### src/rtl/cb_op_sequencer_pkg.sv
// Shared constants for the CB-prefix sequencer: ALU control-word codes,
// CB opcode field positions, the (HL) register index and an opcode
// classifier used by the sequencer's decode step.
package cb_op_sequencer_pkg;

    // ALU function select codes (shared control-word constants)
    localparam logic [4:0] ALU_NONE = 5'b00000;
    localparam logic [4:0] ALU_BIT  = 5'b01000;
    localparam logic [4:0] ALU_RL   = 5'b01001;
    localparam logic [4:0] ALU_SWAP = 5'b01101;
    localparam logic [4:0] ALU_RES  = 5'b01111;

    // CB opcode field positions: [7:6] group, [5:3] bit/sub-op, [2:0] register
    localparam int CB_REG_LSB = 0;
    localparam int CB_BIT_LSB = 3;
    localparam int CB_GRP_LSB = 6;

    // Register index that selects the memory operand at HL
    localparam logic [2:0] REG_HL = 3'b110;

    // Returns the ALU code for a supported CB opcode, ALU_NONE otherwise.
    function automatic logic [4:0] cb_alu_code(input logic [7:0] opc);
        logic [1:0] grp;
        logic [2:0] sub;
        grp = opc[CB_GRP_LSB +: 2];
        sub = opc[CB_BIT_LSB +: 3];
        case (grp)
            2'b01:   cb_alu_code = ALU_BIT;
            2'b10:   cb_alu_code = ALU_RES;
            2'b00:   cb_alu_code = (sub == 3'b010) ? ALU_RL   :
                                   (sub == 3'b110) ? ALU_SWAP : ALU_NONE;
            default: cb_alu_code = ALU_NONE;   // SET group
        endcase
    endfunction

endpackage

### src/rtl/cb_wait_timer.sv
// Wait counter for the memory handshake states.
// Ports: clk4_2/reset_n clock and async active-low reset; i_clr zeroes the
// count; i_en advances it; o_expired is high when the count has reached
// MEM_TIMEOUT-1 (the last permitted wait cycle).
module cb_wait_timer #(
    parameter int MEM_TIMEOUT = 15,
    parameter int TMR_W       = 8
) (
    input  logic clk4_2,
    input  logic reset_n,
    input  logic i_clr,
    input  logic i_en,
    output logic o_expired
);

    localparam logic [TMR_W-1:0] LIMIT = TMR_W'(MEM_TIMEOUT - 1);

    logic [TMR_W-1:0] r_cnt;

    always_ff @(posedge clk4_2 or negedge reset_n) begin
        if (!reset_n)   r_cnt <= '0;
        else if (i_clr) r_cnt <= '0;
        else if (i_en)  r_cnt <= r_cnt + 1'b1;
    end

    assign o_expired = (r_cnt == LIMIT);

endmodule

### src/rtl/cb_op_sequencer.sv
// Multi-cycle controller that sequences the shared ALU for CB-prefixed
// instructions, with register write-back or an (HL) read/modify/write over
// a req/ack bus handshake.
// Ports: clk4_2, reset_n (async, active-low); i_start/i_cb_opcode request;
// i_mem_ack bus completion; o_busy, o_reg_sel, o_alu_out_wr, o_alu_cntl,
// o_bit_op, o_reg_wr, o_mem_rd_req, o_mem_wr_req, o_done, o_err.
// All outputs are registered and decoded from the next state, so they line
// up exactly with the state they belong to.
module cb_op_sequencer
    import cb_op_sequencer_pkg::*;
#(
    parameter int MEM_TIMEOUT = 15,
    parameter int TMR_W       = 8
) (
    input  logic       clk4_2,
    input  logic       reset_n,
    input  logic       i_start,
    input  logic [7:0] i_cb_opcode,
    input  logic       i_mem_ack,
    output logic       o_busy,
    output logic [2:0] o_reg_sel,
    output logic       o_alu_out_wr,
    output logic [4:0] o_alu_cntl,
    output logic [2:0] o_bit_op,
    output logic       o_reg_wr,
    output logic       o_mem_rd_req,
    output logic       o_mem_wr_req,
    output logic       o_done,
    output logic       o_err
);

    typedef enum logic [2:0] {
        S_IDLE   = 3'd0,
        S_DECODE = 3'd1,
        S_MEM_RD = 3'd2,
        S_EXEC   = 3'd3,
        S_WB     = 3'd4,
        S_MEM_WR = 3'd5,
        S_DONE   = 3'd6,
        S_ERR    = 3'd7
    } state_t;

    state_t     r_state;
    state_t     w_nxt;
    logic [7:0] r_opc;
    logic [4:0] w_code;
    logic       w_is_hl;
    logic       w_in_mem;
    logic       w_expired;

    logic       r_busy, r_alu_out_wr, r_reg_wr, r_mem_rd_req, r_mem_wr_req;
    logic       r_done, r_err;
    logic [4:0] r_alu_cntl;

    assign w_code   = cb_alu_code(r_opc);
    assign w_is_hl  = (r_opc[CB_REG_LSB +: 3] == REG_HL);
    assign w_in_mem = (r_state == S_MEM_RD) || (r_state == S_MEM_WR);

    // Counter is held at zero outside the memory states, so every entry
    // into MEM_RD or MEM_WR starts counting from zero.
    cb_wait_timer #(
        .MEM_TIMEOUT (MEM_TIMEOUT),
        .TMR_W       (TMR_W)
    ) u_wait_timer (
        .clk4_2    (clk4_2),
        .reset_n   (reset_n),
        .i_clr     (!w_in_mem),
        .i_en      (w_in_mem && !i_mem_ack),
        .o_expired (w_expired)
    );

    // An ack on the limit cycle takes priority over the timeout.
    always_comb begin
        w_nxt = r_state;
        case (r_state)
            S_IDLE:   if (i_start) w_nxt = S_DECODE;
            S_DECODE: w_nxt = (w_code == ALU_NONE) ? S_ERR    :
                              w_is_hl              ? S_MEM_RD : S_EXEC;
            S_MEM_RD: if (i_mem_ack)      w_nxt = S_EXEC;
                      else if (w_expired) w_nxt = S_ERR;
            S_EXEC:   w_nxt = (w_code == ALU_BIT) ? S_DONE   :
                              w_is_hl             ? S_MEM_WR : S_WB;
            S_WB:     w_nxt = S_DONE;
            S_MEM_WR: if (i_mem_ack)      w_nxt = S_DONE;
                      else if (w_expired) w_nxt = S_ERR;
            default:  w_nxt = S_IDLE;   // DONE, ERR
        endcase
    end

    always_ff @(posedge clk4_2 or negedge reset_n) begin
        if (!reset_n) begin
            r_state      <= S_IDLE;
            r_opc        <= 8'h00;
            r_busy       <= 1'b0;
            r_alu_out_wr <= 1'b0;
            r_alu_cntl   <= ALU_NONE;
            r_reg_wr     <= 1'b0;
            r_mem_rd_req <= 1'b0;
            r_mem_wr_req <= 1'b0;
            r_done       <= 1'b0;
            r_err        <= 1'b0;
        end else begin
            r_state <= w_nxt;
            if (r_state == S_IDLE && i_start) r_opc <= i_cb_opcode;
            r_busy       <= (w_nxt != S_IDLE);
            r_alu_out_wr <= (w_nxt == S_EXEC);
            // Function select is only driven while the ALU is strobed.
            r_alu_cntl   <= (w_nxt == S_EXEC) ? w_code : ALU_NONE;
            r_reg_wr     <= (w_nxt == S_WB);
            r_mem_rd_req <= (w_nxt == S_MEM_RD);
            r_mem_wr_req <= (w_nxt == S_MEM_WR);
            r_done       <= (w_nxt == S_DONE) || (w_nxt == S_ERR);
            r_err        <= (w_nxt == S_ERR);
        end
    end

    assign o_busy       = r_busy;
    assign o_reg_sel    = r_opc[CB_REG_LSB +: 3];
    assign o_bit_op     = r_opc[CB_BIT_LSB +: 3];
    assign o_alu_out_wr = r_alu_out_wr;
    assign o_alu_cntl   = r_alu_cntl;
    assign o_reg_wr     = r_reg_wr;
    assign o_mem_rd_req = r_mem_rd_req;
    assign o_mem_wr_req = r_mem_wr_req;
    assign o_done       = r_done;
    assign o_err        = r_err;

endmodule
### config.mk
export PLATFORM = sky130hd
export DESIGN_NAME = cb_op_sequencer
export DESIGN_NICKNAME = d
export VERILOG_FILES = /design/src/rtl/cb_op_sequencer_pkg.sv /design/src/rtl/cb_wait_timer.sv /design/src/rtl/cb_op_sequencer.sv
export SDC_FILE = /design/constraint.sdc
export NUM_CORES = 1
export LEC_CHECK = 0
export CAP_MARGIN = 20
export CORE_ASPECT_RATIO = 0.5
export CORE_MARGIN = 4
export CORE_UTILIZATION = 45
export DETAILED_ROUTE_END_ITERATION = 12
export GPL_ROUTABILITY_DRIVEN = 1
export PLACE_DENSITY = 0.8
export SLEW_MARGIN = 40
export SYNTH_ARGS = -nofsm -noshare
export SYNTH_HDL_FRONTEND = slang
export SYNTH_SLANG_ARGS = --single-unit
### constraint.sdc
create_clock -name clk4_2 -period 2.8 [get_ports clk4_2]
set_input_delay 0.42 -clock clk4_2 [delete_from_list [all_inputs] [get_ports clk4_2]]
set_output_delay 0.42 -clock clk4_2 [all_outputs]
set_load 0.05 [all_outputs]
### Word-level counts from Yosys, hierarchy flattened

Cells that the tools add are included.

| word-level totals | value |
|---|---|
| flip-flop bits (word level) | 31 |
| input bits | 12 |
| output and inout bits | 18 |
| logic and storage cells | 55 |

| cells by class | value |
|---|---|
| add/subtract/negate cells | 1 |
| eq/ne operators | 19 |
| multiplexer cells | 15 |
| reductions and logical operators | 9 |

Operators by type and width:

| kind | count |
|---|---|
| 3-bit equality test (second input constant) | 8 |
| 3-bit case mux with 6 select lines | 1 |
| 8-bit 2-to-1 mux | 2 |
| 3-bit by 2-bit equality test with 1-bit output (second input constant) | 5 |
| 3-bit 2-to-1 mux | 5 |
| 4-bit case mux with 3 select lines | 1 |
| 8-bit by 1-bit adder with 8-bit output (second input constant) | 1 |
| 8-bit by 4-bit equality test with 1-bit output (second input constant) | 1 |
| 4-bit 2-to-1 mux | 2 |
| 5-bit by 4-bit equality test with 1-bit output (second input constant) | 1 |
| 5-bit zero test | 1 |
| 5-bit 2-to-1 mux | 1 |
| 3-bit by 1-bit equality test with 1-bit output (second input constant) | 1 |
| 3-bit zero test | 1 |
| 3-bit nonzero test | 1 |
| 2-bit by 1-bit equality test with 1-bit output (second input constant) | 1 |
| 2-bit equality test (second input constant) | 1 |
| 1-bit logical AND | 2 |
| 2-bit zero test | 1 |
| 1-bit logical OR | 2 |
| 1-bit 2-to-1 mux | 2 |
| 2-bit 2-to-1 mux | 1 |
| 2-bit by 1-bit inequality test with 1-bit output (second input constant) | 1 |
| 1-bit zero test | 1 |

### Longest topological paths before layout

| logic depth | value |
|---|---|
| depth after elaboration | 9 |
| mapped depth | 7 |
| gate-level depth less buffers | 7 |

### Modules after synthesis

From an unflattened synthesis, not the netlist that was laid out.

| unflattened totals | value |
|---|---|
| cell total of the unflattened synthesis | 134 |
| area total of the unflattened synthesis | 1480.2 µm² |

Modules (own cells, without submodules):

| module | instances | cells each | area an instance (µm²) | seq. area each (µm²) |
|---|---|---|---|---|
| cb_op_sequencer | 1 | 92 | 1053.5 | 550.5 |
| cb_wait_timer | 1 | 42 | 426.7 | 200.2 |

### Worst setup path before layout

Ideal clock, no wire load.

| timing | value |
|---|---|
| kind | flip-flop to flip-flop |
| start point | register u_wait_timer.r_cnt[0] |
| end point | register r_alu_cntl[1] (netlist: o_alu_cntl[1]) |
| library setup time | 0.095 ns |
| arrival | 1.656 ns |
| slack | 1.049 ns |
| stages on the path, launching flop included | 8 |
| path buffers | 0 |
| period minus slack after synthesis | 1.751 ns |
| path through | dfrtp_1 inv_1 ha_1 nor4bb_4 a31o_4 o22ai_4 or2_4 nor4b_2 |

| between the ends | value |
|---|---|
| word-level cells in the longest chain between the ends | 6 |

RTL lines:

| what | line | source |
|---|---|---|
| from (decl) | cb_wait_timer.sv:18 | `logic [TMR_W-1:0] r_cnt;` |
| from (signal assigned) | cb_wait_timer.sv:23 | `else if (i_en) r_cnt <= r_cnt + 1'b1;` |
| 8-bit by 4-bit equality test with 1-bit output * | cb_wait_timer.sv:26 | `assign o_expired = (r_cnt == LIMIT);` |
| 3-bit 2-to-1 mux * | cb_op_sequencer.sv:80, cb_op_sequencer.sv:85 |  |
| 3-bit 2-to-1 mux, on equally long branches | cb_op_sequencer.sv:84, cb_op_sequencer.sv:79 |  |
| 3-bit case mux with 6 select lines * | cb_op_sequencer.sv:75 | `case (r_state)` |
| 3-bit by 2-bit equality test with 1-bit output * | cb_op_sequencer.sv:108 | `r_alu_cntl <= (w_nxt == S_EXEC) ? w_code : ALU_NONE;` |
| 5-bit 2-to-1 mux * | cb_op_sequencer.sv:108 |  |
| to (signal assigned) | cb_op_sequencer.sv:108 |  |
| to (decl) | cb_op_sequencer.sv:53 | `logic [4:0] r_alu_cntl;` |

Every way passes the cells marked *; elsewhere a longest branch is shown, timed or not.
A chain may end at the register's enable or synchronous reset.

### Worst setup path after layout

Ends and elaborated chain as after synthesis.

==> impl_results.md <==
- Pre-Repair DR Iteration Count: 4
- Die Wd: 90.50 um
- First-pass GRT wire length: 4.616 mm
- Post-CTS sizing: 0
- Post-CTS Setup Inserts: 0
- Starting density of the core: 0.4884
- Number of global-route vias before repair: 981
- Grt total ovfl: 0
- Core area: about 3100 um^2
- Worst Path Arrival: 2.12 ns
- Maximum operating frequency: 507.2 MHz
- Crit-path cells: inv_1 > ha_1 > nor4bb_4 > a31o_4 > a311oi_2 > buf_4 > nor4b_2
- Total GRT Usage: 0.1311
- CTS Buffer Depth: 2
- Worst relative slew slack: 0.5963
- Worst-Margin Slew: around 0.61 ns
- Worst setup SP type: flip-flop
- Max-cap check violation count: 0
- Initial drt markers: 41
- Layout cell share with drive strength beyond 1: 0.2273
- Pin count of the biggest net entering global routing: 31
- Syn Inst Count: 129
- Port Buffer Count: 28
- CTS Buf Count: 5
- Worst setup EP type: flip-flop
- Synth Warn #: 0
- Clock skew: between 0.01 and 0.015 ns
- Hold WS: 0.5140 ns
- Drt drc: 0
- Area growth, synth to finish: 21.98%
- Post-Synthesis Cell Area: approximately 1500 um^2
- Tcrit/Tclk final: 0.7041
- Drt wl/cell: 13.03 um
- Cell family with most CP delay: compound AO/OA/AOI/OAI gates
- Ports: 30
- Status: finished, final reports clean
- Leading area contributor after synthesis: dfrtp_1
- Reg2Reg Setup Slack: 0.83 ns
- Slew Limit Fails: 0
- Post-synthesis register bit count: 30
- WP data required: 2.95 ns
- Reg2reg start: u_wait_timer.r_cnt[0]$_DFFE_PN0P_
- FF-to-FF End: o_alu_cntl[1]$_DFF_PN0_
- Routed WL: 2.527 mm
- DIE AREA: 4457 um^2
- CTS sink count: 30
- CP peak stage delay: 0.47 ns
- Final net count: 167
- Most common cell after layout, fill and taps aside: dfrtp_1
- Root buffer cell: clkbuf_8
- Most frequent cells in the layout: dfrtp_1, clkdlybuf4s50_1, nor2_1, mux2_2, clkbuf_8
- Final setup vio count: 0
- CP max FO: 7
- CP startpoint: u_wait_timer.r_cnt[0]$_DFFE_PN0P_
- Kind of critical path: reg -> reg
- Cells on worst reg2reg path: 7
- Worst path bufs/invs: 2
- RSZ-0062 raised after global routing: false
- Synth top area share: 0.4902
- Syn Area/Cell: 11.87 um^2
- Final hold violations: 0
- Leak: 0.7783 nW
- Stages on worst setup path: 7
- Hold Path Class: in -> async
- Die Y: ~49 um
- Slowest cell on the critical path: a311oi_2
- ANT nets after route: 0
- N_diodes: 0
- Library cells used by synthesis: 43
- Final min period: 1.972 ns
- Dpl hpwl: 1.847 mm
- PwrDens: 1187 nW/um^2
- Worst Setup EP: o_alu_cntl[1]$_DFF_PN0_
- Avg Vias per Cell: between 5 and 6
- Initial antenna violation count: 0
- Placement row count: 14
- Peak VDD IR: between 0.0003 and 0.0004 V
- Fin Setup TNS: 0 ns
- Post-synthesis sequential area ratio: 0.4902
- RD Place Congestion: 0.8418
- DR vias: 1000
- TritonCTS clock tree: built
- Clk Latency, worst-skew pair: between 0.2 and 0.3 ns
- H-tree Lvls: 2
- Synth area leaders: dfrtp_1, mux2_2, nor2_1
- Hold Buf Count CTS: 0
- Syn_nets: 143
- Clock slew at reported path FFs: 0.07 ns
-- metrics by stage --
step / instance area, um^2 / std cells / power [W] / utilization / worst slack [ns]
after floorplan: 1531 / 129 / 0.001683 / - / 1.049
after global placement: 1773 / 186 / 0.001845 / 0.5654 / 0.5770
after detailed placement: 1773 / 186 / 0.001876 / 0.5654 / 0.5168
after CTS: 1868 / 194 / 0.002244 / 0.5958 / 0.8123
after global routing: 1868 / 194 / 0.002371 / 0.5958 / 0.6691
final: 1868 / 194 / 0.002218 / 0.5958 / 0.8285
-- kinds of logic (layout without fill, tap and decap cells) --
family                     Yosys count  count (layout)  synth area share
adders and majority gates            2               2           0.01634
other                                1               1          0.002449
and+or+nand+nor                     49              49            0.2230
DFF                                 30              30            0.4902
buffers and inverters               18              43           0.08007
xor gates and xnor gates             6               6           0.03431
AOI/OAI and AO/OA                   15              15           0.09477
muxes                                8               8           0.05883
-- final cells by class --
class / instances / area [um^2]
fill: 237 / 1267
sequential: 30 / 750.7
multi-input combinational: 81 / 658.1
timing repair buffer: 30 / 295.3
clock buffer: 6 / 82.58
tap: 40 / 50.05
inverter: 5 / 18.77
clock inverter: 2 / 12.51
-- power by group --
part,internal [W],switching [W]
Combinational,0.000466,0.000674
Sequential,0.000571,0.000147
Clock,0.000197,0.000162
-- cell usage after synthesis --
cell type and instances:
nand4_1 1, inv_1 5, and2b_1 1, nand4b_1 1
a2bb2oi_1 1, and3_1 2, a311oi_2 1, o21ai_0 1
nor2b_4 1, o221ai_2 1, dfrtp_1 30, ha_1 2
o31a_1 1, nor4_2 3, nor3b_2 1, a21oi_1 5
buf_4 8, conb_1 1, nand3_1 3, nor4b_1 1
nor4bb_4 1, o21bai_1 1, and2_4 1, a31o_4 1
nand2_1 4, o22ai_4 1, a211oi_2 1, xnor2_1 2
nor4b_2 1, buf_2 2, or2_4 1, and2b_2 1
nand3b_1 2, buf_6 3, nor2_1 17, mux2_2 8
or3_1 1, nand2b_4 2, nor3_1 1, xor2_1 4
nor3b_1 1, nor2b_1 2, o311a_1 1
-- worst min path at each step --
stage                     cells after the start                       to  slack (ns)
after floorplan                               0  o_alu_cntl[0]$_DFF_PN0_        0.12
after global placement                        1     r_opc[1]$_DFFE_PN0P_        0.52
after global routing                          1     r_opc[0]$_DFFE_PN0P_        0.55
after detailed placement                      1     r_opc[2]$_DFFE_PN0P_        0.52
final                                         2     r_state[2]$_DFF_PN0_        0.51
after CTS                                     2     r_state[2]$_DFF_PN0_        0.53
-- state kept, by name (all words and copies together) (netlist names) --
| signal | flops |
|---|---|
| r_opc | 8 |
| u_wait_timer.r_cnt | 8 |
| o_alu_cntl | 4 |
| r_state | 3 |
| o_alu_out_wr | 1 |
| o_busy | 1 |
| o_done | 1 |
| o_err | 1 |
| o_mem_rd_req | 1 |
| o_mem_wr_req | 1 |
| o_reg_wr | 1 |
-- worst reg2reg max path: cells and delay by family, from the launching register on --
family / cells / cell delay [ns]
buffers and inverters: 2 / 0.30
AND/OR/NAND/NOR: 2 / 0.22
flip-flops: 1 / 0.42
adder cells (fa/ha/maj): 1 / 0.19
AO/OA/AOI/OAI: 2 / 0.72
-- layer usage --
layer / wire length, um / global-route usage / part of all wire / vias up
met5: 0 / 0 / 0 / -
met4: 42 / 0.05330 / 0.017 / 0
met3: 123 / 0.05085 / 0.049 / 6
met2: 1186 / 0.2012 / 0.47 / 20
met1: 1173 / 0.1662 / 0.46 / 488
li1: - / - / - / 486
(Power assumes the default switching activity.)
